==> config.mk <==
export PLATFORM = sky130hd
export DESIGN_NAME = pid_ahb_master
export DESIGN_NICKNAME = d
export VERILOG_FILES = /design/src/rtl/pid_ahb_pkg.sv /design/src/rtl/pid_cmd_fifo.sv /design/src/rtl/pid_ahb_master.sv
export SDC_FILE = /design/constraint.sdc
export NUM_CORES = 1
export LEC_CHECK = 0
export ABC_CLOCK_PERIOD_IN_PS = 4250
export CAP_MARGIN = 25
export CELL_PAD_IN_SITES_DETAIL_PLACEMENT = 0
export CELL_PAD_IN_SITES_GLOBAL_PLACEMENT = 2
export CORE_MARGIN = 2
export CORE_UTILIZATION = 40
export DETAILED_ROUTE_END_ITERATION = 8
export PLACE_DENSITY_LB_ADDON = 0.05
export SETUP_SLACK_MARGIN = 0.3
export SYNTH_ARGS = -nofsm -noshare
export SYNTH_HDL_FRONTEND = slang
export SYNTH_SLANG_ARGS = --single-unit
==> constraint.sdc <==
create_clock -name HCLK -period 4.25 [get_ports HCLK]
set_input_delay 0.425 -clock HCLK [delete_from_list [all_inputs] [get_ports HCLK]]
set_output_delay 0.425 -clock HCLK [all_outputs]
set_load 0.01 [all_outputs]
==> src/rtl/pid_ahb_pkg.sv <==
// Shared AHB-Lite encodings, PID register offsets, command layout and FSM states.
package pid_ahb_pkg;

   localparam logic [1:0] HTRANS_IDLE   = 2'b00;
   localparam logic [1:0] HTRANS_NONSEQ = 2'b10;
   localparam logic [1:0] HRESP_OKAY    = 2'b00;
   localparam logic [1:0] HRESP_ERROR   = 2'b01;
   localparam logic [2:0] HSIZE_WORD    = 3'b010;
   localparam logic [2:0] HBURST_SINGLE = 3'b000;

   // PID slave register map (byte offsets from the slave base)
   localparam logic [15:0] OFF_INITN  = 16'h0000;
   localparam logic [15:0] OFF_COEFF0 = 16'h0004;
   localparam logic [15:0] OFF_COEFF1 = 16'h0008;
   localparam logic [15:0] OFF_COEFF2 = 16'h000C;
   localparam logic [15:0] OFF_COEFF3 = 16'h0010;
   localparam logic [15:0] OFF_COEFF4 = 16'h0014;
   localparam logic [15:0] OFF_COEFF5 = 16'h0018;
   localparam logic [15:0] OFF_DIN0   = 16'h001C;
   localparam logic [15:0] OFF_DIN1   = 16'h0020;

   // One queued bus command: 16 + 32 + 1 = 49 bits
   typedef struct packed {
      logic [15:0] offset;
      logic [31:0] wdata;
      logic        write;
   } cmd_t;

   typedef enum logic [1:0] {
      ST_IDLE = 2'b00,   // no data phase on the bus
      ST_XFER = 2'b01,   // a data phase is in progress
      ST_ERR  = 2'b10    // between ERROR cycle 1 and cycle 2
   } state_t;

   function automatic logic resp_is_error(input logic [1:0] resp);
      return resp == HRESP_ERROR;
   endfunction

endpackage

==> src/rtl/pid_cmd_fifo.sv <==
// Command FIFO: small synchronous FIFO with extra-bit pointers and a
// combinational head so the command can drive the address phase directly.
module pid_cmd_fifo #(
   parameter int DEPTH = 4,
   parameter int WIDTH = 49
) (
   input  logic             clk_i,
   input  logic             rst_i,
   input  logic             push_i,
   input  logic [WIDTH-1:0] data_i,
   input  logic             pop_i,
   output logic [WIDTH-1:0] data_o,
   output logic             full_o,
   output logic             empty_o
);

   localparam int AW = $clog2(DEPTH);

   logic [WIDTH-1:0] mem_q [DEPTH];
   logic [AW:0]      wr_ptr_q, wr_ptr_d;
   logic [AW:0]      rd_ptr_q, rd_ptr_d;
   logic             do_push, do_pop;

   assign do_push = push_i && !full_o;
   assign do_pop  = pop_i && !empty_o;

   // Storage write; contents need no reset because the pointers gate them
   always_ff @(posedge clk_i) begin
      if (do_push) begin
         mem_q[wr_ptr_q[AW-1:0]] <= data_i;
      end
   end

   // Pointer advance, wrapping naturally through the extra MSB
   always_comb begin
      wr_ptr_d = wr_ptr_q;
      rd_ptr_d = rd_ptr_q;
      if (do_push) wr_ptr_d = wr_ptr_q + 1'b1;
      if (do_pop)  rd_ptr_d = rd_ptr_q + 1'b1;
   end

   // Pointer registers
   always_ff @(posedge clk_i or posedge rst_i) begin
      if (rst_i) begin
         wr_ptr_q <= '0;
         rd_ptr_q <= '0;
      end else begin
         wr_ptr_q <= wr_ptr_d;
         rd_ptr_q <= rd_ptr_d;
      end
   end

   assign data_o  = mem_q[rd_ptr_q[AW-1:0]];
   assign empty_o = (wr_ptr_q == rd_ptr_q);
   assign full_o  = (wr_ptr_q[AW] != rd_ptr_q[AW]) &&
                    (wr_ptr_q[AW-1:0] == rd_ptr_q[AW-1:0]);

endmodule

==> src/rtl/pid_ahb_master.sv <==
// AHB-Lite single-transfer initiator for the PID accelerator register map.
// Commands queue in a FIFO, issue as pipelined NONSEQ/SINGLE word transfers,
// and each returns exactly one response; an ERROR parks any pipelined command
// in a retry slot that is reissued ahead of the FIFO.
module pid_ahb_master
   import pid_ahb_pkg::*;
#(
   parameter int          FIFO_DEPTH = 4,
   parameter logic [31:0] BASE_ADDR  = 32'h4000_0000
) (
   input  logic        HCLK,
   input  logic        HRESETn,
   input  logic        cmd_valid,
   output logic        cmd_ready,
   input  logic [15:0] cmd_offset,
   input  logic [31:0] cmd_wdata,
   input  logic        cmd_write,
   output logic        rsp_valid,
   output logic [31:0] rsp_rdata,
   output logic        rsp_err,
   output logic        busy,
   output logic [31:0] ex_i_ahb_AHB_Master_PID_haddr,
   output logic [1:0]  ex_i_ahb_AHB_Master_PID_htrans,
   output logic        ex_i_ahb_AHB_Master_PID_hwrite,
   output logic [2:0]  ex_i_ahb_AHB_Master_PID_hsize,
   output logic [2:0]  ex_i_ahb_AHB_Master_PID_hburst,
   output logic [31:0] ex_i_ahb_AHB_Master_PID_hwdata,
   input  logic [31:0] ex_i_ahb_AHB_Master_PID_hrdata,
   input  logic        ex_i_ahb_AHB_Master_PID_hready,
   input  logic [1:0]  ex_i_ahb_AHB_Master_PID_hresp
);

   cmd_t        push_cmd, fifo_head, issue_cmd;
   cmd_t        retry_q, retry_d;
   logic        retry_vld_q, retry_vld_d;
   state_t      state_q, state_d;
   logic        dp_write_q, dp_write_d;
   logic [31:0] hwdata_q, hwdata_d;
   logic        rsp_valid_q, rsp_valid_d;
   logic        rsp_err_q, rsp_err_d;
   logic [31:0] rsp_rdata_q, rsp_rdata_d;
   logic        fifo_full, fifo_empty, fifo_push, fifo_pop;
   logic        hready, resp_err, err_cycle1, issue, accept, data_done;

   assign hready    = ex_i_ahb_AHB_Master_PID_hready;
   assign resp_err  = resp_is_error(ex_i_ahb_AHB_Master_PID_hresp);
   assign push_cmd  = {cmd_offset, cmd_wdata, cmd_write};
   assign fifo_push = cmd_valid && cmd_ready;

   pid_cmd_fifo #(
      .DEPTH (FIFO_DEPTH),
      .WIDTH ($bits(cmd_t))
   ) u_fifo (
      .clk_i   (HCLK),
      .rst_i   (HRESETn),
      .push_i  (fifo_push),
      .data_i  (push_cmd),
      .pop_i   (fifo_pop),
      .data_o  (fifo_head),
      .full_o  (fifo_full),
      .empty_o (fifo_empty)
   );

   // Address-phase issue, FSM next state, retry slot and response capture
   always_comb begin
      err_cycle1  = (state_q == ST_XFER) && !hready && resp_err;
      issue       = (retry_vld_q || !fifo_empty) && (state_q != ST_ERR) && !err_cycle1;
      issue_cmd   = retry_vld_q ? retry_q : fifo_head;
      accept      = issue && hready;
      data_done   = (state_q != ST_IDLE) && hready;
      // The head leaves the FIFO either when accepted or when it is parked in retry
      fifo_pop    = !retry_vld_q && (accept || (err_cycle1 && !fifo_empty));

      retry_d     = retry_q;
      retry_vld_d = retry_vld_q;
      if (err_cycle1 && !retry_vld_q && !fifo_empty) begin
         retry_d     = fifo_head;
         retry_vld_d = 1'b1;
      end else if (accept && retry_vld_q) begin
         retry_vld_d = 1'b0;
      end

      state_d = state_q;
      case (state_q)
         ST_IDLE: if (accept) state_d = ST_XFER;
         ST_XFER: begin
            if (err_cycle1)  state_d = ST_ERR;
            else if (hready) state_d = accept ? ST_XFER : ST_IDLE;
         end
         ST_ERR:  if (hready) state_d = ST_IDLE;
         default: state_d = ST_IDLE;
      endcase

      dp_write_d = accept ? issue_cmd.write : dp_write_q;
      hwdata_d   = hwdata_q;
      if (accept) hwdata_d = issue_cmd.write ? issue_cmd.wdata : 32'd0;

      rsp_valid_d = data_done;
      rsp_err_d   = data_done && resp_err;
      rsp_rdata_d = (data_done && !dp_write_q && !resp_err) ?
                    ex_i_ahb_AHB_Master_PID_hrdata : 32'd0;
   end

   // State, data-phase and response registers
   always_ff @(posedge HCLK or posedge HRESETn) begin
      if (HRESETn) begin
         state_q     <= ST_IDLE;
         retry_q     <= '0;
         retry_vld_q <= 1'b0;
         dp_write_q  <= 1'b0;
         hwdata_q    <= '0;
         rsp_valid_q <= 1'b0;
         rsp_err_q   <= 1'b0;
         rsp_rdata_q <= '0;
      end else begin
         state_q     <= state_d;
         retry_q     <= retry_d;
         retry_vld_q <= retry_vld_d;
         dp_write_q  <= dp_write_d;
         hwdata_q    <= hwdata_d;
         rsp_valid_q <= rsp_valid_d;
         rsp_err_q   <= rsp_err_d;
         rsp_rdata_q <= rsp_rdata_d;
      end
   end

   assign ex_i_ahb_AHB_Master_PID_htrans = issue ? HTRANS_NONSEQ : HTRANS_IDLE;
   assign ex_i_ahb_AHB_Master_PID_haddr  = issue ? {BASE_ADDR[31:16], issue_cmd.offset} : 32'd0;
   assign ex_i_ahb_AHB_Master_PID_hwrite = issue && issue_cmd.write;
   assign ex_i_ahb_AHB_Master_PID_hsize  = HSIZE_WORD;
   assign ex_i_ahb_AHB_Master_PID_hburst = HBURST_SINGLE;
   assign ex_i_ahb_AHB_Master_PID_hwdata = hwdata_q;

   assign cmd_ready = !fifo_full;
   assign busy      = !fifo_empty || retry_vld_q || (state_q != ST_IDLE);
   assign rsp_valid = rsp_valid_q;
   assign rsp_err   = rsp_err_q;
   assign rsp_rdata = rsp_rdata_q;

endmodule

# After elaboration in Yosys (flattened, before gate mapping)
# Memory sizes are Yosys's and may differ from the RTL's.
# Cells that the tools add are included.
# totals
reg_bits	125
ram_bits	196
input_bits	87
output_inout_bits	109
word_cells	73
mem_count	1
# mem_list
name	depth	word_bits	read_ports	rd_clocked_by_memory_dff	write_ports	line	rtl
u_fifo.mem_q	4	49	1	0	1	pid_cmd_fifo.sv:19	logic [WIDTH-1:0] mem_q [DEPTH];
# classes
add_sub_neg	2
n_eq_ne	10
muxes	15
n_reduce_logical	33
# op_table
operator	n
$mux W32	2
$mux W49	1
$mux W31	1
$logic_and A1 B1 Y1	19
$mux W2	5
$logic_not A1 Y1	7
$add A3 B1 Y3 const B	2
$ne A2 B2 Y1 const B	3
$pmux W2 S3	1
$mux W1	5
$eq A2 B1 Y1 const B	2
$reduce_bool A2 Y1	2
$eq A3 B3 Y1	1
$logic_or A1 B1 Y1	3
$ne A3 B3 Y1 const B	1
$reduce_and A3 Y1	1
$eq A2 B2 Y1	1
$eq A2 B2 Y1 const B	1
$logic_not A2 Y1	1
$ne A1 B1 Y1	1

# Depth between registers and ports, before layout
# logic_depth
ltp_word	10
ltp_mapped	7
mapped_depth_nobuf	4

# By module
# A second synthesis with hierarchy kept.
# hier_totals
cells_unflattened	710
area_unflattened_um2	13010.0
# by_module_without_submodules
mod	instances	cells_each	area_per_inst_um2	seq_area_each_um2
pid_cmd_fifo	1	306	7587.3	6035.8
pid_ahb_master	1	404	5422.7	2977.9

# Least setup slack after synthesis
# Ideal clock, no wire load.
# synth_timing
kind	register to register
startpoint	register u_fifo.rd_ptr_q[1]
endpoint	memory u_fifo.mem_q[3][0] (enable)
setup_time_ns	0.413
arrival_time_ns	2.212
required_ns	3.837
path_slack_ns	1.625
stages_incl_launch_ff	5
n_path_buf	1
period_less_slack_ns	2.625
path_cell_list	dfrtp_1 > buf_4 > xor2_1 > o31a_1 > and2_1
# synth_via
elab_chain_len	7
# synth_rtl
item	line	rtl
start, declared	pid_cmd_fifo.sv:21	logic [AW:0] rd_ptr_q, rd_ptr_d;
start signal, assigned	pid_cmd_fifo.sv:49	rd_ptr_q <= rd_ptr_d;
$eq A2 B2 Y1 (*)	pid_cmd_fifo.sv:56	(wr_ptr_q[AW-1:0] == rd_ptr_q[AW-1:0]);
$logic_and A1 B1 Y1 (*)	pid_cmd_fifo.sv:55	assign full_o = (wr_ptr_q[AW] != rd_ptr_q[AW]) &&
$logic_not A1 Y1 (*)	pid_cmd_fifo.sv:24, pid_ahb_master.sv:134	
$logic_and A1 B1 Y1	pid_ahb_master.sv:48	assign fifo_push = cmd_valid && cmd_ready;
$logic_and A1 B1 Y1 (*)	pid_cmd_fifo.sv:24	assign do_push = push_i && !full_o;
$mux W1 (*)	pid_cmd_fifo.sv:29	if (do_push) begin
$mux W1 (implied by the code) (*)	pid_cmd_fifo.sv:30	mem_q[wr_ptr_q[AW-1:0]] <= data_i;
end, declared	pid_cmd_fifo.sv:19	
# Mark *: on every way between the ends. The rest lies on a longest branch, timed or not.

# Worst setup path in the final report
# layout_timing
startpoint	register u_fifo.rd_ptr_q[0]
endpoint	output port ex_i_ahb_AHB_Master_PID_haddr[11]
# layout_via
elab_chain_len	6
elab_cells_between_ends	8
classes_between	eq/ne (1); mux (2); reduce/logical (4); memory (1)
# layout_rtl
item	line	rtl
$eq A3 B3 Y1	pid_cmd_fifo.sv:54	assign empty_o = (wr_ptr_q == rd_ptr_q);
$logic_not A1 Y1	pid_ahb_master.sv:67	issue = (retry_vld_q || !fifo_empty) && (state_q != ST_ERR) && !err_cycle1;
$logic_or A1 B1 Y1	pid_ahb_master.sv:67	
$logic_and A1 B1 Y1 (2 in a row)	pid_ahb_master.sv:67	
$mux W31 (*)	pid_ahb_master.sv:128	assign ex_i_ahb_AHB_Master_PID_haddr = issue ? {BASE_ADDR[31:16], issue_cmd.offset} : 32'd0;
end, declared	pid_ahb_master.sv:22	output logic [31:0] ex_i_ahb_AHB_Master_PID_haddr,
# Marks and branches as above.

==> out/qor.csv <==
stage,metric,value,unit
drt,total number of vias,6551,
min_path,path category of the worst min-delay check,in2async,
yosys,sequential-to-total area share from yosys stat,71.4,%
sta,Post-Route Skew,0.0153,ns
drt,drc violations,0,
flow_run,Max Cap Viol,0,
setup_path,crit path max fanout,29,
setup_path,start-to-end type of the worst setup path,reg2out,
outcome,outcome,completed,
power,switching power summed over all nets,3.27,mW
clocking,CTS clock-pin slew for the worst setup and hold paths,0.06,ns
power,worst-case vdd ir drop,413,uV
placed_design,setup slack at placement,0.822,ns
global_routing,GR Layer Usage met3,3.53,%
setup_path,cell with the largest stage delay on the worst path,dfrtp_4,
cells_and_area,final layout net count,959,
placed_design,number of buffers inserted by port buffering,173,
global_routing,global-route wire length before repair,42000,um
floorplanning,die height,182,um
clocking,clock root buffer,clkbuf_16,
drt,wire length reported by the detailed router,27300,um
power,reported leakage power,6.12,nW
setup_path,Critical Path Start Type,flip-flop,
clocking,Inserted Clock Buffers,36,
sta,minimum period implied by the final worst setup slack,3.42,ns
drt,DR iter-0 viols,369,
sta,slew at the pin with the worst max-slew slack,0.890,ns
drt,residual antenna-violating net count after detailed routing,0,
clocking,TritonCTS clock tree,built,
global_routing,initial antenna violation count,3,
clocking,# Post-CTS Setup Buffers,0,
placed_design,total half-perimeter wirelength after legalization and detailed placement,15700,um
drt,detailed-routing iteration count for the pre-antenna-repair pass,6,
sta,final hold violation count,0,
clocking,cts hold-fix bufs,0,
power,Int Power,7.86,mW
floorplanning,standard-cell row count,65,
yosys,average cell area after synthesis,18.5,sq um
sta,max-slew violation count,0,
setup_path,required time reported for the critical path endpoint,3.83,ns
yosys,share of async-settable or async-resettable flops after synthesis,38.9,%
sta,post-layout worst setup margin,0.833,ns
floorplanning,die outline width,182,um
yosys,dominant register cell in the synthesized netlist,edfxtp_1,
clocking,maximum root-to-sink buffer count,3,
power,switching part of the total,29.4,%
power,P per Cell Area,705,mW/mm^2
yosys,count of synthesis-stage warnings from yosys,0,
floorplanning,starting density of the core,40.3,%
placed_design,Area after DPL,0.0146,sq mm
drt,vias per inst,5.05,
yosys,count of flip-flops with a built-in enable after synthesis,196,
setup_path,Critical Path AT,2.99,ns
floorplanning,core outline area,0.0313,sq mm
sta,setup TNS after final layout,0,ns
floorplanning,I/O pin total,196,
global_routing,met2 routing resource usage after global routing,29.2,%
power,Sequential Power Share,42.0,%
sta,Hold Slack,0.294,ns
global_routing,most heavily used metal layer in global routing,met2,
global_routing,GRT Util Overall,16.8,%
global_routing,number of global-route vias before repair,7115,
clocking,Clock Latency Late Sink,0.51,ns
cells_and_area,utilization after layout,50.4,%
floorplanning,area of the die,0.0330,sq mm
placed_design,routability congestion estimate,0.740,
sta,timing-limited maximum frequency,293,MHz
sta,final worst path period share,80.4,%
yosys,synthesized instance count,684,
sta,remaining max-slew budget at the tightest pin,40.6,%
cells_and_area,share of cells above drive strength 1,19.2,%
global_routing,largest net degree at the start of global routing,102,
cells_and_area,Layout area overhead,25.1,%
clocking,number of H-tree branching levels,2,
global_routing,met1 Track Usage GR,21.6,%
cells_and_area,final cell area excluding filler cells,0.0158,sq mm
sta,final count of negative-setup-slack endpoints,0,
power,combinational share of power,31.7,%
setup_path,type of destination of the critical path,primary output,
power,relative contribution of the clock network to total power,26.3,%
global_routing,total overflow reported by the global router,0,
yosys,number of distinct library cells after synthesis,36,
setup_path,slowest cell delay on critical path,0.83,ns
yosys,number of storage elements in the synthesis netlist,321,
yosys,synthesized cell area,0.0126,sq mm
drt,Routed wire per std cell,21.1,um
clocking,# clock sinks,321,
setup_path,cell chain of the critical path,xnor2_1 > nand4_1 > nand3_2 > a21oi_1 > clkdlybuf4s50_1,
sta,unrepaired setup endpoints after global routing,no,
## path summary, 6_finish.rpt
path / from / endpoint / slack, ns / depth (start not counted)
max: u_fifo.rd_ptr_q[0] / ex_i_ahb_AHB_Master_PID_haddr[11] / 0.83 / 5
min: HRESETn / rsp_rdata[7] / 0.29 / 2
max reg2reg: u_fifo.rd_ptr_q[0] / retry_q[43] / 1.45 / 5
min reg2reg: state_q[1] / state_q[0] / 0.50 / 1
max in group asynchronous: HRESETn / retry_vld_q / 3.26 / 3
min in group HCLK: ex_i_ahb_AHB_Master_PID_hrdata[4] / rsp_rdata[4] / 0.48 / 2
## flip-flops by register name, summed over array words and instances (netlist names)
| register | count |
|---|---|
| rsp_rdata | 32 |
| u_fifo.rd_ptr_q | 3 |
| retry_vld_q | 1 |
| u_fifo.wr_ptr_q | 3 |
| rsp_valid | 1 |
| u_fifo.mem_q | 196 |
| rsp_err | 1 |
| state_q | 2 |
| retry_q | 49 |
| ex_i_ahb_AHB_Master_PID_hwdata | 32 |
| dp_write_q | 1 |
## synth_stat cells, types with 2 or more instances
cell | number | area share, %
nand2_1 | 39 | 1.2
mux2_4 | 49 | 5.8
ha_1 | 5 | 0.50
buf_2 | 6 | 0.24
or3_1 | 2 | 0.099
xor2_1 | 5 | 0.35
clkbuf_1 | 18 | 0.53
nand2b_1 | 3 | 0.15
dfrtp_1 | 125 | 25
and2_1 | 68 | 3.4
xnor2_1 | 5 | 0.35
edfxtp_1 | 196 | 47
inv_1 | 8 | 0.24
conb_1 | 2 | 0.059
buf_4 | 27 | 1.6
buf_12 | 5 | 0.79
a221o_1 | 32 | 2.5
nor3b_1 | 2 | 0.12
a21oi_1 | 19 | 0.75
nand3_1 | 4 | 0.16
mux4_2 | 49 | 8.7
## critical path: cells and delay by family, from the launching register on
kind | cells | cell delay (ns)
xor gates and xnor gates | 1 | 0.17
and+or+nand+nor | 2 | 0.60
AOI/OAI and AO/OA | 1 | 0.29
DFF | 1 | 0.83
buffers and inverters | 1 | 0.58
## logic make-up after synthesis
logic type	count (synthesis)	synth area share (%)
flops	321	71.4
simple gates	124	5.54
mux	99	14.7
buf+inv	66	3.53
compound gates	57	3.67
xor+xnor	10	0.693
fa+ha+maj	5	0.495
other cells	2	0.0595
## power groups by stage
stage	combinational, mW	clock, mW	sequential [mW]
floorplan	2.32	0	4.59
global placement	3.55	0	4.70
detailed placement	3.60	0	4.74
CTS	3.61	3.01	4.69
global route	3.82	3.14	4.78
finish	3.53	2.93	4.68
## cells in the final DEF, fill, tap and decap left out, types with 4 or more instances in the layout
cell type	netlist	routed
xnor2_1	5	5
a21oi_1	19	19
clkbuf_16	0	38
mux2_4	49	49
clkinv_2	0	4
clkbuf_1	18	12
and2_4	0	4
conb_1	2	22
inv_1	8	7
xor2_1	5	5
edfxtp_1	196	196
a221o_1	32	32
dfrtp_1	125	122
mux4_2	49	49
buf_4	27	8
and2_1	68	64
ha_1	5	5
clkdlybuf4s50_1	0	173
nand2_1	39	39
## repair_timing
action | 4_1_cts | 5_1_grt
gates resized for setup | 1 | 1
endpoints found under the setup margin | 7 | 9
cloned | 0 | 0
pin swaps | 0 | 0
## per-stage QoR
stage          power [mW]  std cells
3_3_place_gp         8.25       1230
3_5_place_dp         8.34       1230
2_1_floorplan        6.91        704
4_1_cts              11.3       1293
6_report             11.1       1296
5_1_grt              11.7       1294
## per-layer routing
layer	routed length [um]	up-vias
met5	12	-
met4	513	2
met2	13500	204
met3	1350	38
met1	12000	3384
li1	-	2923
## layout make-up
type | instances | area (sq um)
tap | 402 | 503
inverter | 8 | 35.0
sequential | 321 | 9020
fill | 2587 | 15500
timing repair buffer | 183 | 1840
antenna | 2 | 5.00
multi-input combinational | 317 | 3280
clock inverter | 10 | 73.8
clock buffer | 53 | 1040
No activity file was read; power rests on OpenSTA's default activity.
